--- src/rtl/pattern_count_engine.sv ---
// pattern_count_engine: scans a memory range and counts words/offsets matching a pattern
module pattern_count_engine #(
  parameter int DATA_W = 8,
  parameter int PAT_W  = 4,
  parameter int ADDR_W = 8,
  parameter int CNT_W  = 8
) (
  input  logic              clk,
  input  logic              reset,
  input  logic              start,
  input  logic              mode,
  input  logic [ADDR_W-1:0] base_addr,
  input  logic [ADDR_W:0]   len,
  input  logic [PAT_W-1:0]  pattern,
  output logic              mem_rd,
  output logic [ADDR_W-1:0] mem_addr,
  input  logic [DATA_W-1:0] mem_rdata,
  output logic              busy,
  output logic              done,
  output logic [CNT_W-1:0]  count
);
  typedef enum logic [1:0] {IDLE, READ, DRAIN, DONE} state_t;
  localparam logic [31:0] MAX = 32'((64'd1 << CNT_W) - 1);
  state_t            state;
  logic              mode_q;
  logic              vld;
  logic [PAT_W-1:0]  pat_q;
  logic [ADDR_W:0]   rem;
  logic [31:0]       hits;
  logic [31:0]       inc;
  logic [31:0]       sum;
  assign busy = state != IDLE;
  // match count of the returning word and the saturating running total
  always_comb begin
    hits = '0;
    for (int k = 0; k <= DATA_W - PAT_W; k++) hits = hits + 32'(mem_rdata[k +: PAT_W] == pat_q);
    inc = mode_q ? hits : 32'(hits != 0);
    sum = 32'(count) + inc;
  end
  // scan sequencer; vld marks the cycle in which read data returns
  always_ff @(posedge clk or negedge reset) begin
    if (!reset) begin
      state    <= IDLE;
      mem_rd   <= 1'b0;
      mem_addr <= '0;
      done     <= 1'b0;
      count    <= '0;
      mode_q   <= 1'b0;
      pat_q    <= '0;
      rem      <= '0;
      vld      <= 1'b0;
    end else begin
      vld  <= mem_rd;
      done <= 1'b0;
      if (vld && (state == READ || state == DRAIN)) count <= sum > MAX ? CNT_W'(MAX) : CNT_W'(sum);
      case (state)
        IDLE: if (start) begin
          state    <= READ;
          mode_q   <= mode;
          pat_q    <= pattern;
          rem      <= len;
          mem_addr <= base_addr;
          mem_rd   <= len != 0;
          count    <= '0;
        end
        READ: if (rem <= 1) begin
          state  <= DRAIN;
          mem_rd <= 1'b0;
        end else begin
          rem      <= rem - 1'b1;
          mem_addr <= mem_addr + 1'b1;
        end
        DRAIN: begin
          state <= DONE;
          done  <= 1'b1;
        end
        default: state <= IDLE;
      endcase
    end
  end
endmodule

--- config.mk ---
export PLATFORM = sky130hd
export DESIGN_NAME = pattern_count_engine
export DESIGN_NICKNAME = d
export VERILOG_FILES = /design/src/rtl/pattern_count_engine.sv
export SDC_FILE = /design/constraint.sdc
export NUM_CORES = 1
export LEC_CHECK = 0
export ABC_AREA = 0
export ABC_CLOCK_PERIOD_IN_PS = 4500
export CAP_MARGIN = 20
export CELL_PAD_IN_SITES_DETAIL_PLACEMENT = 1
export CELL_PAD_IN_SITES_GLOBAL_PLACEMENT = 2
export CORE_MARGIN = 8
export CORE_UTILIZATION = 31
export CTS_CLUSTER_SIZE = 30
export DETAILED_ROUTE_END_ITERATION = 8
export HOLD_SLACK_MARGIN = 0.02
export PLACE_DENSITY = 0.8
export SLEW_MARGIN = 20
export SYNTH_ARGS = -nofsm -noshare
export SYNTH_HDL_FRONTEND = slang
export SYNTH_SLANG_ARGS = --single-unit
--- constraint.sdc ---
create_clock -name clk -period 4.5 [get_ports clk]
set_input_delay 1.125 -clock clk [delete_from_list [all_inputs] [get_ports clk]]
set_output_delay 1.125 -clock clk [all_outputs]
set_load 0.02 [all_outputs]
==> Implementation_results.wiki <==
{| class="wikitable"
! Metric !! Value
|-
| Status || finished, final reports clean
|-
| Startpoint of the most critical hold path || mem_rd$_DFFE_PN0P_
|-
| # clock sinks || 35
|-
| Maximum ir drop on the vdd rail || 0.07568 mV
|-
| Number of DRC violations after detailed-routing iteration 0 || 53
|-
| I/O pin total || 52
|-
| Maximum number of pins on one net before global-route repair || 36
|-
| Count of hold buffers inserted by post-cts repair || 0
|-
| Most frequent cells in the layout || clkdlybuf4s50_1 (44), dfrtp_1 (35), nand2_1 (30)
|-
| Clock buffer count from CTS || 5
|-
| Clk buf depth || 2
|-
| Final number of max-transition violations || 0
|-
| Die outline height || 105.2 um
|-
| Total of buffers placed on input and output ports || about 50
|-
| Max Clk Rate || about 230 MHz
|-
| Via density || 5.234
|-
| Share of the cycle needed by the critical path after routing || 0.9558
|-
| Synth top area share || 0.3551
|-
| Placed Instances || 420
|-
| Number of design rule violations left after detail routing || 0
|-
| Vias in the first global route || ~2400
|-
| Sort of element at the end of the critical path || flop
|-
| Cell type of the slowest stage on the worst timing path || fa_1
|-
| Yosys top cell by area || dfrtp_1
|-
| Static leakage || 0.001337 uW
|-
| Worst-case setup slack after placement || -0.5326 ns
|-
| Final setup vio count || 0
|-
| TritonCTS clock tree || built
|-
| CTS clk-pin slew, worst paths || 0.08 ns
|-
| Finished Layout Cells || 428
|-
| Total congestion overflow || 0
|-
| DIE WIDTH || 105.2 um
|-
| Detail Route Antenna Nets || 0
|-
| Worst stage delay on the critical path || 0.51 ns
|-
| Number of antenna violations at the first check in global routing || 0
|-
| Flops & latches, synth || 35
|-
| Synth Flop Type || dfrtp_1
|-
| List of cells traversed by the critical path || dlygate4sd2_1 -> xnor2_1 -> nand4_1 -> fa_1 -> fa_2 -> inv_2 -> ha_1 -> nor2_1 -> o21ai_1 -> ha_2 -> fa_2 -> a21oi_2 -> o21bai_1 -> or4_1 -> o211a_1
|-
| Final core utilization || 0.4118
|-
| Total wirelength of the detailed-routed design || 7057 um
|-
| Cells taking the most area after synthesis || dfrtp_1 (36%), xnor2_1 (7.1%), ha_1 (5.1%), nand2_1 (4.6%), a21oi_1 (4.5%)
|-
| Final-layout fill cell count || 916
|-
| Cell family with most CP delay || adder cells
|-
| Vias || 2240
|-
| Minimum clock period || 4.301 ns
|-
| Total Power || 645.5 uW
|-
| Clock Tree Root || clkbuf_8
|-
| Yosys Warn Count || 0
|-
| Synthesized area per cell || 8.871 um2
|-
| RSZ-0062 raised after global routing || false
|-
| Launching point of the worst reg2reg path || pat_q[1]$_DFFE_PN0P_
|-
| Die area || 11060 um2
|-
| Worst clock skew || about 0.0040 ns
|-
| Leading cell type in the layout, fill and taps excluded || clkdlybuf4s50_1
|-
| Buffers inserted by post-CTS timing repair || 0
|-
| Transition time at the pin with the least slew margin || 0.7505 ns
|-
| Startpoint class of the critical path || input port
|-
| Worst slew margin || 0.4996
|-
| Hold Path Class || reg2reg
|-
| CP Launch Point || mem_rdata[6]
|-
| Wire length of the first global-routing pass || 12050 um
|-
| Placed instance area || 3077 um2
|-
| Crit path DAT || 4.48 ns
|-
| Area delta synth->final || 29.02%
|-
| Antenna diodes || 0
|-
| Ratio of cells with drive above 1 in the final layout || 0.1012
|-
| Cell seen most often among critical-path stages || fa_2
|-
| WS Path Type || in2reg
|-
| Site row count || 32
|-
| Post-synthesis cell area || 2466 um2
|-
| Cell area after layout || about 3200 um2
|-
| Net count after synthesis || 324
|-
| Worst-skew pair later-pin latency || 0.29 ns
|-
| Async set-reset flop share out of synthesis || 1.000
|-
| Bufs and invs on worst path || 2
|-
| Synthesized netlist cell count || 278
|-
| Critical path fanouts, max || 2
|-
| Max Cap Violations || 0
|-
| Count of H-tree levels built during CTS || 2
|-
| Layout net count || 371
|-
| Routed length per instance || 16.49 um
|-
| Initial core utilization || 0.3191
|-
| Worst endpoint required time || 4.68 ns
|-
| Number of distinct standard cells referenced by the synthesized netlist || 57
|-
| Hold Vio Cnt, Final || 0
|-
| PwrDens || slightly above 200 nW/um2
|-
| Std-Cell Core Area || 7727 um2
|-
| Count of flip-flops with a built-in enable after synthesis || 0
|-
| DR pass1 iterations || 4
|-
| Final critical-path setup slack || a little under 0.2 ns
|-
| Hpwl dp || 5315 um
|-
| Global-route usage over all layers || 0.1314
|-
| Final weighted congestion in routability-driven placement || 0.7932
|-
| Sequential fraction of the synthesis area || 0.3551
|}
==> registers in the layout, summed over array words and instances, names as in the netlist <==
| signal | flops |
|---|---|
| count | 8 |
| rem | 9 |
| mode_q | 1 |
| pat_q | 4 |
| mem_addr | 8 |
| vld | 1 |
| state | 2 |
| mem_rd | 1 |
| done | 1 |
==> power breakdown <==
group,leakage [uW],total (uW),internal [uW],switching (uW)
registers,0.000437,317,316,1.15
logic,0.000849,64.2,37.9,26.2
clock network,0.0000505,265,139,125
==> kinds of logic (layout without fill, tap and decap cells) <==
group	after synthesis	after routing	synth area share
AND/OR/NAND/NOR	104	104	0.2283
AO/OA/AOI/OAI	67	67	0.1852
flip-flops	35	35	0.3551
buffers and inverters	32	80	0.05682
XOR/XNOR	21	21	0.07458
adder cells (fa/ha/maj)	13	13	0.07509
multiplexers	6	6	0.02486
==> synth_stat cells (all sizes together), types with 5 or more instances <==
cell and count:
dfrtp 35, nand2 30, a21oi 23, xnor2 20, nor3 16, nor2 14
nand3 13, inv 12, buf 11, ha 10, o21ai 10, clkbuf 8
nand2b 6, nand4 6, mux2i 5
==> path summary, 6_finish.rpt <==
path                                      end  slack, ns  depth (start not counted)
max in group asynchronous  rem[5]$_DFFE_PN0P_       2.90                          2
min reg2reg                     vld$_DFF_PN0_       0.46                          0
max                        count[7]$_DFF_PN0_       0.20                         15
min                             vld$_DFF_PN0_       0.46                          0
min in group asynchronous  count[5]$_DFF_PN0_       1.26                          2
max reg2reg                count[7]$_DFF_PN0_       0.76                         14
==> per-stage QoR <==
stage	setup TNS (ns)	hold WS (ns)
2_1_floorplan	0	0.4685
3_3_place_gp	-2.471	0.4457
3_5_place_dp	-3.377	0.4507
4_1_cts	0	0.4683
5_1_grt	0	0.5018
6_report	0	0.4578
==> metal layers <==
metal | vias up | routed length (um) | part of all wire | global-route usage
li1 | 1092 | - | - | -
met1 | 1097 | 3240 | 0.46 | 0.1643
met2 | 46 | 3366 | 0.48 | 0.2127
met3 | 5 | 393 | 0.056 | 0.03870
met4 | 0 | 56 | 0.0079 | 0.03874
met5 | - | 0 | 0 | 0
==> timing repair <==
item | CTS | global route
resized for setup | 7 | 11
setup endpoints to repair | 8 | 4
gates cloned | 0 | 0
endpoints found under the hold margin | 0 | 0
pin swaps | 4 | 16
==> final cells by class <==
type,count,area (um2),share of cell area
inverter,13,48.80,0.01534
timing repair buffer,59,559.3,0.1758
tap,102,127.6,0.04011
clock inverter,1,7.507,0.002359
clock buffer,7,96.34,0.03028
sequential,35,875.8,0.2753
multi-input combinational,211,1466,0.4609
Power figures use the tool's default switching activity.
